<file path="src/rtl/ifra_pkg.sv">
// Shared definitions for the ifra req/ack write link: FSM state encoding and
// the default data width / buffer depth also used by the master BFM.
package ifra_pkg;

    localparam int IFRA_DATA_WIDTH = 8;
    localparam int IFRA_FIFO_DEPTH = 4;

    typedef enum logic [1:0] {
        IFRA_IDLE    = 2'd0,
        IFRA_ACK     = 2'd1,
        IFRA_RELEASE = 2'd2
    } ifra_state_t;

endpackage

</file>
<file path="src/rtl/ifra_if.sv">
// Bundle of the req/ack write link plus the downstream valid/ready stream.
// The master modport is the side that drives req/din and consumes the stream
// (m_ready); the slave modport is the responder.
interface ifra_if #(
    parameter int DATA_WIDTH = ifra_pkg::IFRA_DATA_WIDTH
);

    logic                  req;
    logic [DATA_WIDTH-1:0] din;
    logic                  ack;
    logic                  m_valid;
    logic [DATA_WIDTH-1:0] m_data;
    logic                  m_ready;

    modport master (
        output req,
        output din,
        output m_ready,
        input  ack,
        input  m_valid,
        input  m_data
    );

    modport slave (
        input  req,
        input  din,
        input  m_ready,
        output ack,
        output m_valid,
        output m_data
    );

endinterface

</file>
<file path="src/rtl/ifra_fifo.sv">
// Small fall-through FIFO: the head word is visible on rdata whenever the
// buffer is non-empty. Pushes when full and pops when empty are ignored.
// FIFO_DEPTH must be a power of two so the pointers wrap by overflow.
module ifra_fifo #(
    parameter int DATA_WIDTH = 8,
    parameter int FIFO_DEPTH = 4
) (
    input  logic                          clk,
    input  logic                          rst,
    input  logic                          push,
    input  logic                          pop,
    input  logic [DATA_WIDTH-1:0]         wdata,
    output logic [DATA_WIDTH-1:0]         rdata,
    output logic                          empty,
    output logic                          full,
    output logic [$clog2(FIFO_DEPTH):0]   level
);

    localparam int AW = $clog2(FIFO_DEPTH);
    localparam logic [AW-1:0] PTR_ONE  = AW'(1);
    localparam logic [AW:0]   LVL_ONE  = (AW+1)'(1);
    localparam logic [AW:0]   LVL_FULL = (AW+1)'(FIFO_DEPTH);

    logic [DATA_WIDTH-1:0] mem [FIFO_DEPTH];
    logic [AW-1:0]         wr_ptr_reg;
    logic [AW-1:0]         rd_ptr_reg;
    logic [AW:0]           level_reg;
    logic                  do_push;
    logic                  do_pop;

    assign empty   = (level_reg == '0);
    assign full    = (level_reg == LVL_FULL);
    assign do_push = push & ~full;
    assign do_pop  = pop & ~empty;
    assign level   = level_reg;
    // Drive zero when empty so the output is clean out of reset.
    assign rdata   = empty ? '0 : mem[rd_ptr_reg];

    // Pointer and occupancy bookkeeping; a simultaneous push and pop leaves level unchanged.
    always_ff @(posedge clk or posedge rst) begin
        if (rst) begin
            wr_ptr_reg <= '0;
            rd_ptr_reg <= '0;
            level_reg  <= '0;
        end else begin
            if (do_push) begin
                wr_ptr_reg <= wr_ptr_reg + PTR_ONE;
            end
            if (do_pop) begin
                rd_ptr_reg <= rd_ptr_reg + PTR_ONE;
            end
            case ({do_push, do_pop})
                2'b10:   level_reg <= level_reg + LVL_ONE;
                2'b01:   level_reg <= level_reg - LVL_ONE;
                default: level_reg <= level_reg;
            endcase
        end
    end

    // Storage write; contents need no reset because level gates visibility.
    always_ff @(posedge clk) begin
        if (do_push) begin
            mem[wr_ptr_reg] <= wdata;
        end
    end

endmodule

</file>
<file path="src/rtl/ifra_slv.sv">
// Responder for the ifra req/ack write link. Captures one word per req
// assertion, answers with a one-cycle ack, waits for req to drop, and
// buffers captured words toward a valid/ready stream. ack is withheld while
// the buffer is full, which back-pressures the master.
module ifra_slv
    import ifra_pkg::*;
#(
    parameter int DATA_WIDTH = IFRA_DATA_WIDTH,
    parameter int FIFO_DEPTH = IFRA_FIFO_DEPTH
) (
    input  logic                        clk,
    input  logic                        rst,
    ifra_if.slave                       bus,
    output logic [$clog2(FIFO_DEPTH):0] level,
    output logic                        ovf_err
);

    ifra_state_t state_reg;
    ifra_state_t state_next;
    logic        ack_reg;
    logic        ack_next;
    logic        ovf_reg;
    logic        ovf_next;
    logic        push;
    logic        full;
    logic        empty;

    ifra_fifo #(
        .DATA_WIDTH (DATA_WIDTH),
        .FIFO_DEPTH (FIFO_DEPTH)
    ) u_fifo (
        .clk   (clk),
        .rst   (rst),
        .push  (push),
        .pop   (bus.m_ready),
        .wdata (bus.din),
        .rdata (bus.m_data),
        .empty (empty),
        .full  (full),
        .level (level)
    );

    assign bus.m_valid = ~empty;
    assign bus.ack     = ack_reg;
    assign ovf_err     = ovf_reg;

    // State, ack and sticky error registers.
    always_ff @(posedge clk or posedge rst) begin
        if (rst) begin
            state_reg <= IFRA_IDLE;
            ack_reg   <= 1'b0;
            ovf_reg   <= 1'b0;
        end else begin
            state_reg <= state_next;
            ack_reg   <= ack_next;
            ovf_reg   <= ovf_next;
        end
    end

    // Next-state logic: capture in IDLE only if the registered level has room,
    // then insist that req stays up through the ack cycle and finally drops.
    always_comb begin
        state_next = state_reg;
        ack_next   = 1'b0;
        ovf_next   = ovf_reg;
        push       = 1'b0;
        case (state_reg)
            IFRA_IDLE: begin
                if (bus.req && !full) begin
                    push       = 1'b1;
                    ack_next   = 1'b1;
                    state_next = IFRA_ACK;
                end
            end
            IFRA_ACK: begin
                if (bus.req) begin
                    state_next = IFRA_RELEASE;
                end else begin
                    // Master withdrew req before seeing ack.
                    ovf_next   = 1'b1;
                    state_next = IFRA_IDLE;
                end
            end
            IFRA_RELEASE: begin
                if (!bus.req) begin
                    state_next = IFRA_IDLE;
                end
            end
            default: begin
                state_next = IFRA_IDLE;
            end
        endcase
    end

endmodule

</file>
<file path="src/flat_wrapper.sv">
// flat-port wrapper written by rule: the top's interface ports become plain ports
module ifra_slv_flat import ifra_pkg::*;
#(
    parameter int DATA_WIDTH = IFRA_DATA_WIDTH,
    parameter int FIFO_DEPTH = IFRA_FIFO_DEPTH
)
  (clk, rst, level, ovf_err, bus_req, bus_din, bus_m_ready, bus_ack, bus_m_valid, bus_m_data);
  ifra_if #(.DATA_WIDTH(DATA_WIDTH)) bus_i ();
  input  logic clk;
  input  logic rst;
  output logic [$clog2(FIFO_DEPTH):0] level;
  output logic ovf_err;
  input wire logic [$bits(bus_i.req)-1:0] bus_req;
  input wire logic [$bits(bus_i.din)-1:0] bus_din;
  input wire logic [$bits(bus_i.m_ready)-1:0] bus_m_ready;
  output wire logic [$bits(bus_i.ack)-1:0] bus_ack;
  output wire logic [$bits(bus_i.m_valid)-1:0] bus_m_valid;
  output wire logic [$bits(bus_i.m_data)-1:0] bus_m_data;
  assign bus_i.req = bus_req;
  assign bus_i.din = bus_din;
  assign bus_i.m_ready = bus_m_ready;
  assign bus_ack = bus_i.ack;
  assign bus_m_valid = bus_i.m_valid;
  assign bus_m_data = bus_i.m_data;
  ifra_slv #(.DATA_WIDTH(DATA_WIDTH), .FIFO_DEPTH(FIFO_DEPTH)) u_core (.clk(clk), .rst(rst), .bus(bus_i), .level(level), .ovf_err(ovf_err));
endmodule
</file>
<file path="config.mk">
export PLATFORM = sky130hd
export DESIGN_NAME = ifra_slv_flat
export DESIGN_NICKNAME = d
export VERILOG_FILES = /design/src/rtl/ifra_pkg.sv /design/src/rtl/ifra_if.sv /design/src/rtl/ifra_fifo.sv /design/src/rtl/ifra_slv.sv /design/src/flat_wrapper.sv
export SDC_FILE = /design/constraint.sdc
export NUM_CORES = 1
export LEC_CHECK = 0
export ABC_AREA = 1
export CAP_MARGIN = 20
export CORE_ASPECT_RATIO = 1.25
export CORE_MARGIN = 5
export CORE_UTILIZATION = 52
export CTS_CLUSTER_DIAMETER = 100
export DETAILED_ROUTE_END_ITERATION = 8
export PLACE_DENSITY = 0.83
export SYNTH_ARGS = -nofsm -noshare
export SYNTH_HDL_FRONTEND = slang
export SYNTH_HIERARCHICAL = 1
export SYNTH_SLANG_ARGS = --single-unit
</file>
<file path="constraint.sdc">
create_clock -name clk -period 4.4 [get_ports clk]
set_input_delay 0.88 -clock clk [delete_from_list [all_inputs] [get_ports clk]]
set_output_delay 0.88 -clock clk [all_outputs]
set_load 0.03 [all_outputs]
</file>
==> impl_metrics.tcl, run 1 <==
set metrics [dict create \
    run_status "completed" \
    pin_count 26 \
    ctsResizeCount 0 \
    setup_viol 0 \
    io_buffers 25 \
    clk_latency_ps 290 \
    via_count 1305 \
    grt_pass1_wl_um 5310 \
    cp-end-kind "output pin" \
    arrival_ps 2390 \
    fin_crit_ps 3270 \
    grt.overflow.total 0 \
    synth.distinct_cells 20 \
    maxSlewHeadroom_pct 50.6 \
    place_area_um2 2260 \
    clock.fmax_mhz 306 \
    ir_drop_mv 0.366 \
    power_leakage_nw 1.11 \
    syn_avg_cell_area_um2 9.81 \
    cts.sinks 43 \
    nNetsFinal 250 \
    ys_ff_latch 43 \
    fp.coreArea_um2 3750 \
    wl_per_cell_um 11.7 \
    whs_ps 479 \
    p_per_area_nw_per_um2 710 \
    postCtsHoldBufs 0 \
    total_power_mw 1.69 \
    area_growth_pct 18.8 \
    cts-htree-levels 2 \
    grt_pass1_vias 1249 \
    cts_buffers 5 \
    antenna_found_initial 0 \
    yosys_warnings 6 \
    worstMarginPinSlew_ps 738 \
    largest_register_ffs 32 \
    drcViolationCount 0 \
    dieArea_um2 5200 \
    drive_gt1_share_pct 6.87 \
    synth_seq_area_share_pct 61.8 \
    syn_area_um2 2000 \
    final_common_cell "inv_1" \
    root_buffer "clkbuf_8" \
    num_rows 25 \
    layout.cells.non_filler 273 \
    fin_util_pct 63.3 \
    final_cell_area_um2 2380 \
    place_congestion 0.766 \
    rsz0062_at_grt "false" \
    synth_cells 204 \
    cts_buffer_depth 2 \
    start_util_pct 53.3 \
    drtAntennaViolNets 0 \
    pre_cts_ws_ps 1490 \
    worstPathRequired_ps 3520 \
    fin_skew_ps 7.17 \
    final_cell_mix "inv_1, nand2_1, edfxtp_1, clkdlybuf4s50_1, nand3_1" \
    period_share_pct 74.2 \
    postCtsSetupRepairBufs 0 \
    maxCapViolations 0 \
    grt_use_total_pct 13.8 \
    dr.first_iter.drc_count 59 \
    fill_cells 282 \
    cp_max_fo 19 \
    tritoncts "done" \
    viasPerCell 4.78 \
    fp.dieW_um 65.5 \
    place_inst 265 \
    min_path_type "reg2reg" \
    finalMaxSlewViolations 0 \
    post-dp-hpwl_um 2250 \
    critPathKind "reg2out" \
    drtPass1Iterations 4 \
    wirelength_um 3210 \
    cp-start-kind "flip-flop" \
    synth_fp_nets 222 \
    die_h_um 79.4 \
    grt_max_degree 20 \
    insertedDiodeCount 0 \
    clkTransAtPathRegs_ps 70 \
    hold_violations 0 \
    worst_slack_ps 1130 \
    tns_ps 0 \
]
cells by family (layout without fill, tap and decap cells):
group	count (synthesis)	count (layout)	share of synthesized area [%]
compound gates	10	10	2.69
xor+xnor	2	2	0.876
fa+ha+maj	6	6	4.13
buf+inv	61	90	12.8
flops	43	43	61.8
simple gates	82	82	17.7
Yosys cell counts (all sizes together):
library cell | number | area [µm²]
fa | 1 | 20.0
xnor2 | 2 | 17.5
ha | 5 | 62.6
dfrtp | 11 | 275
a21oi | 8 | 43.8
nor2 | 6 | 22.5
edfxtp | 32 | 961
nand4 | 1 | 6.26
nand3 | 25 | 135
clkinv | 1 | 3.75
inv | 56 | 215
buf | 4 | 37.5
nand2 | 50 | 190
o21ai | 2 | 10.0
layer usage:
layer  track usage [%]  share of wire [%]  wire length [µm]
met3              2.69                4.3               139
met4              7.26                1.9                62
met2              27.1                 55              1760
met1              13.0                 39              1240
met5                 0                  0                 0
power breakdown:
part           leakage (nW)  internal, mW  switching [mW]  total (mW)
Combinational         0.627         0.295           0.483       0.777
Clock                0.0581         0.169           0.124       0.292
Sequential            0.423         0.532          0.0852       0.617
critical path: stages (launching register included):
cell and delay [ps]:
dfrtp_1 820, inv_6 160, nand2_1 110, nand3_1 80, a21oi_1 210, clkdlybuf4s50_1 710
path summary, 6_finish.rpt:
path	from	endpoint	slack, ps	cells after the start
max in group asynchronous	rst	u_core/u_fifo/rd_ptr_reg[0]$_DFFE_PP0P_	3330	2
worst max-delay path	u_core/u_fifo/rd_ptr_reg[0]$_DFFE_PP0P_	bus_m_data[4]	1130	5
worst max register to register	u_core/u_fifo/level[0]$_DFFE_PP0P_	u_core/u_fifo/level[2]$_DFFE_PP0P_	2210	14
worst min-delay path	u_core/ovf_err$_DFFE_PP0P_	u_core/ovf_err$_DFFE_PP0P_	480	2
min in group asynchronous	rst	u_core/bus.ack$_DFF_PP0_	790	2
worst min register to register	u_core/ovf_err$_DFFE_PP0P_	u_core/ovf_err$_DFFE_PP0P_	480	2
layout make-up:
cell class	count	area [µm²]	area share, %
inverter	57	219	9.22
clock inverter	3	43.8	1.84
tap	40	50.0	2.11
clock buffer	5	68.8	2.90
sequential	43	1240	52.0
multi-input combinational	100	508	21.4
timing repair buffer	25	250	10.5
(Power assumes the default switching activity.)
==> run 2, diff against run 1 <==
--- a/config.mk
+++ b/config.mk
@@ -9,10 +9,10 @@
 export CAP_MARGIN = 20
 export CORE_ASPECT_RATIO = 1.25
 export CORE_MARGIN = 5
-export CORE_UTILIZATION = 52
+export CORE_UTILIZATION = 49
 export CTS_CLUSTER_DIAMETER = 100
 export DETAILED_ROUTE_END_ITERATION = 8
-export PLACE_DENSITY = 0.83
+export PLACE_DENSITY = 0.82
 export SYNTH_ARGS = -nofsm -noshare
 export SYNTH_HDL_FRONTEND = slang
 export SYNTH_HIERARCHICAL = 1
==> constraint.sdc (replaced) <==
create_clock -name clk -period 2.7 [get_ports clk]
set_input_delay 0.54 -clock clk [delete_from_list [all_inputs] [get_ports clk]]
set_output_delay 0.54 -clock clk [all_outputs]
set_load 0.03 [all_outputs]
==> run 2 against run 1 <==
Against the previous run:
- power increased by 61%
- sequential share of layout area decreased by 1.0 points
- worst setup slack got worse by 1000 ps
- critical endpoint is now bus_m_data[5]
==> impl_metrics.tcl, run 2 (synthesis gave the netlist of run 1 again) <==
set metrics [dict create \
    tritoncts "done" \
    tns_ps 0 \
    fp.dieW_um 67.2 \
    die_h_um 81.4 \
    run_status "completed" \
    grt.overflow.total 0 \
    crit_chain "inv_2, nand3_2, clkinvlp_4, a21oi_1, clkdlybuf4s50_1" \
    setup_viol 0 \
    largest_register_ffs 32 \
    via_count 1365 \
    worstMarginPinSlew_ps 314 \
    max_stage_delay_ps 700 \
    postCtsHoldBufs 0 \
    viasPerCell 4.63 \
    io_buffers 25 \
    power_leakage_nw 1.12 \
    critPathTopFamily "buffers and inverters" \
    finalMaxSlewViolations 0 \
    drtAntennaViolNets 0 \
    drtPass1Iterations 4 \
    p_per_area_nw_per_um2 1120 \
    area_growth_pct 21.3 \
    worstPathRequired_ps 2160 \
    hold_violations 0 \
    ir_drop_mv 0.476 \
    cp_max_fo 9 \
    rsz0062_at_grt "false" \
    cts.sinks 43 \
    clk_latency_ps 290 \
    cp-end-kind "output pin" \
    final_cell_mix "inv_1, nand2_1, edfxtp_1, clkdlybuf4s50_1, nand3_1" \
    clkTransAtPathRegs_ps 80 \
    place_inst 287 \
    min_path_type "in2async" \
    fin_util_pct 60.1 \
    clock.fmax_mhz 390 \
    maxSlewHeadroom_pct 79.0 \
    dieArea_um2 5470 \
    total_power_mw 2.72 \
    worst_r2r_endpoint "u_core/u_fifo/level[2]$_DFFE_PP0P_" \
    dr.first_iter.drc_count 49 \
    grt_pass1_wl_um 5470 \
    fin_skew_ps 3.03 \
    wirelength_um 3460 \
    root_buffer "clkbuf_8" \
    insertedDiodeCount 0 \
    final_common_cell "inv_1" \
    layout.cells.non_filler 295 \
    cts_buffers 5 \
    drcViolationCount 0 \
    maxCapViolations 0 \
    r2r_slack_ps 500 \
    arrival_ps 2020 \
    nNetsFinal 256 \
    start_util_pct 49.6 \
    post-dp-hpwl_um 2530 \
    fin_crit_ps 2560 \
    slowest_stage "clkdlybuf4s50_1" \
    grt_pass1_vias 1279 \
    antenna_found_initial 0 \
    cts_buffer_depth 2 \
    critPathKind "reg2out" \
    fp.coreArea_um2 4030 \
    cp-start-kind "flip-flop" \
    grt_max_degree 18 \
    postCtsSetupRepairBufs 0 \
    num_rows 26 \
    cts-htree-levels 2 \
    place_congestion 0.821 \
    wl_per_cell_um 11.7 \
    cp_num_buf_inv 3 \
    reg2reg_depth 14 \
    pin_count 26 \
    grt_use_total_pct 13.7 \
    period_share_pct 94.9 \
    r2r_start "u_core/u_fifo/level[0]$_DFFE_PP0P_" \
    drive_gt1_share_pct 10.0 \
]
==> run 2: worst max path at each step <==
| stage | from | to | slack, ps | depth (start not counted) |
|---|---|---|---|---|
| floorplan | u_core/u_fifo/level[0]$_DFFE_PP0P_ | u_core/u_fifo/level[1]$_DFFE_PP0P_ | 550 | 11 |
| global placement | bus_req | u_core/u_fifo/level[1]$_DFFE_PP0P_ | 240 | 8 |
| detailed placement | bus_req | u_core/u_fifo/level[1]$_DFFE_PP0P_ | 70 | 8 |
| CTS | u_core/u_fifo/level[2]$_DFFE_PP0P_ | bus_m_data[7] | 30 | 5 |
| global route | u_core/u_fifo/rd_ptr_reg[0]$_DFFE_PP0P_ | bus_m_data[0] | 20 | 5 |
| finish | u_core/u_fifo/level[0]$_DFFE_PP0P_ | bus_m_data[5] | 140 | 5 |
==> run 2: power breakdown <==
part	internal, mW	total, mW	switching [mW]
clock network	0.184	0.397	0.213
registers	0.868	0.975	0.107
logic	0.515	1.35	0.834
==> run 2: stage by stage <==
step	hold slack, ps	instance area, µm²	setup slack (ps)
floorplan	306	2000	555
global placement	450	2330	237
detailed placement	468	2330	69.1
CTS	459	2420	30.7
global route	456	2430	18.6
finish	461	2430	139
==> run 2: per-layer routing <==
layer	GRT usage, %	up-vias	part of all wire [%]
met2	26.9	37	57
met1	13.2	629	38
met5	0	-	0
met4	6.69	0	1.6
met3	2.60	7	4.0
li1	-	692	-
==> run 2: timing repair <==
action                                  in CTS  in global routing
cloned                                       0                  0
resized for setup                            1                  1
endpoints found under the setup margin       2                  7
pin swaps                                    0                  0
hold endpoints to repair                     0                  0
==> run 2: layout make-up <==
type,instances,area (µm²)
multi-input cells,100,508
well taps,56,70.1
clock inverters,3,23.8
repair buffers,31,295
flip-flops and latches,43,1240
inverters,57,223
fillers,346,1610
clock buffers,5,68.8
==> run 3, diff against run 2 <==
--- a/config.mk
+++ b/config.mk
@@ -9,10 +9,11 @@
 export CAP_MARGIN = 20
 export CORE_ASPECT_RATIO = 1.25
 export CORE_MARGIN = 5
-export CORE_UTILIZATION = 49
+export CORE_UTILIZATION = 52
+export CTS_BUF_LIST = sky130_fd_sc_hd__clkbuf_4 sky130_fd_sc_hd__clkbuf_8 sky130_fd_sc_hd__clkbuf_16
 export CTS_CLUSTER_DIAMETER = 100
 export DETAILED_ROUTE_END_ITERATION = 8
-export PLACE_DENSITY = 0.82
+export PLACE_DENSITY = 0.83
 export SYNTH_ARGS = -nofsm -noshare
 export SYNTH_HDL_FRONTEND = slang
 export SYNTH_HIERARCHICAL = 1
==> constraint.sdc (replaced) <==
create_clock -name clk -period 3.1 [get_ports clk]
set_input_delay 0.62 -clock clk [delete_from_list [all_inputs] [get_ports clk]]
set_output_delay 0.62 -clock clk [all_outputs]
set_load 0.03 [all_outputs]
==> run 3 against run 2 <==
Against the previous run:
- critical path depth unchanged
- combinational power shrank 13%
- worst hold slack better by 5.9 ps
- utilization grew 3.8 points
- die area shrank 5.0%
- count of clock-buffer cells in the layout is the same
- sequential share of layout area up 0.48 points
- clock power fell by 13%
- first-iteration DRC count fell by 29%
- wire length grew 3.1%
- power decreased by 13%
- flip-flop and latch count is the same
==> impl_metrics.tcl, run 3 (synthesis gave the netlist of run 1 again) <==
set metrics [dict create \
    post-dp-hpwl_um 2580 \
    fill_cells 308 \
    via_count 1392 \
    pin_count 26 \
    dr.first_iter.drc_count 35 \
    seq_area_um2 1240 \
    crit_chain "buf_4, nand2_1, nand3_1, a21oi_1, clkdlybuf4s50_1" \
    tritoncts "done" \
    worstPathRequired_ps 2480 \
    clkTransAtPathRegs_ps 80 \
    drtPass1Iterations 4 \
    slowest_stage "clkdlybuf4s50_1" \
    p_per_area_nw_per_um2 986 \
    grt_use_total_pct 15.8 \
    drive_gt1_share_pct 9.21 \
    nNetsFinal 256 \
    cts.sinks 43 \
    maxSlewHeadroom_pct 73.2 \
    max_stage_delay_ps 700 \
    power_leakage_nw 1.12 \
    period_share_pct 89.4 \
    cts_buffer_depth 2 \
    clock.fmax_mhz 361 \
    cp-end-kind "output pin" \
    setup_viol 0 \
    ctsResizeCount 0 \
    insertedDiodeCount 0 \
    total_power_mw 2.37 \
    start_util_pct 53.3 \
    num_rows 25 \
    postCtsSetupRepairBufs 0 \
    cts-htree-levels 2 \
    drtAntennaViolNets 0 \
    antenna_found_initial 0 \
    top_usage_layer "met2" \
    grt_pass1_vias 1334 \
    multi_input_area_um2 508 \
    cts_buffers 5 \
    grt.overflow.total 0 \
    run_status "completed" \
    largest_register_ffs 32 \
    area_growth_pct 20.0 \
    grtUsageMet2_pct 28.3 \
    maxCapViolations 0 \
    fin_util_pct 64.0 \
    fp.coreArea_um2 3750 \
    dieArea_um2 5200 \
    fin_crit_ps 2770 \
    grt_pass1_wl_um 5850 \
    cp-start-kind "flip-flop" \
    min_path_type "reg2reg" \
    final_common_cell "inv_1" \
    rsz0062_at_grt "false" \
    final_cell_mix "inv_1, nand2_1, edfxtp_1, clkdlybuf4s50_1, nand3_1" \
    ir_drop_mv 0.476 \
    viasPerCell 4.99 \
    clk_latency_ps 290 \
    use_met3_pct 4.53 \
    fp.dieW_um 65.5 \
    io_buffers 25 \
    grt_max_degree 18 \
    arrival_ps 2150 \
    place_congestion 0.760 \
    wirelength_um 3570 \
    wl_per_cell_um 12.8 \
    fin_skew_ps 2.78 \
    drcViolationCount 0 \
    hold_violations 0 \
    worstMarginPinSlew_ps 402 \
    finalMaxSlewViolations 0 \
    cp_max_fo 10 \
    use_met1_pct 14.8 \
    root_buffer "clkbuf_8" \
    critPathKind "reg2out" \
    tns_ps 0 \
    postCtsHoldBufs 0 \
    die_h_um 79.4 \
]
-- run 3: cell types whose count changed in the layout (fill, tap and decap cells not counted) --
cell | previous run | this run
dfrtp_2 | 1 | 0
clkinvlp_4 | 3 | 2
clkinv_1 | 0 | 1
dfrtp_1 | 10 | 11
-- run 3: final cells by class --
type | instances | area share, %
Clock buffer | 5 | 2.87
Clock inverter | 3 | 0.990
Inverter | 57 | 9.12
Multi-Input combinational cell | 100 | 21.2
Sequential cell | 43 | 51.5
Tap cell | 40 | 2.08
Timing Repair Buffer | 31 | 12.3
-- run 3: worst paths after layout --
kind / startpoint / slack [ps] / end / depth (start not counted)
max: u_core/u_fifo/rd_ptr_reg[0]$_DFFE_PP0P_ / 330 / bus_m_data[5] / 5
max in group asynchronous: rst / 2290 / u_core/u_fifo/rd_ptr_reg[0]$_DFFE_PP0P_ / 2
max reg2reg: u_core/u_fifo/level[0]$_DFFE_PP0P_ / 880 / u_core/u_fifo/level[1]$_DFFE_PP0P_ / 11
min reg2reg: u_core/ovf_err$_DFFE_PP0P_ / 470 / u_core/ovf_err$_DFFE_PP0P_ / 2
min: u_core/ovf_err$_DFFE_PP0P_ / 470 / u_core/ovf_err$_DFFE_PP0P_ / 2
min in group asynchronous: rst / 530 / u_core/state_reg[1]$_DFFE_PP0P_ / 2
-- run 3: per-layer routing --
layer	up-vias	routed length, µm
met5	-	0
met4	0	172
met3	17	252
met2	42	1950
met1	636	1200
li1	697	-
-- run 3: power breakdown --
group	total (mW)	internal, mW	leakage, nW	switching [mW]
logic	1.18	0.447	0.658	0.735
clock network	0.347	0.161	0.0408	0.186
registers	0.839	0.755	0.423	0.0847
-- run 3: per-stage QoR --
stage / setup WS, ps / instance area (µm²) / hold WS (ps) / std cells
after global routing: 199 / 2400 / 531 / 279
final: 328 / 2400 / 467 / 279
after detailed placement: 390 / 2310 / 459 / 271
after CTS: 320 / 2400 / 478 / 279
after floorplan: 955 / 2000 / 386 / 204
after global placement: 556 / 2310 / 450 / 271
-- run 3: worst max-delay path: cells and delay by family (launching register included) --
kind / cells / cell delay [ps]
buffers and inverters: 2 / 950
and+or+nand+nor: 2 / 190
AOI/OAI and AO/OA: 1 / 200
DFF: 1 / 530
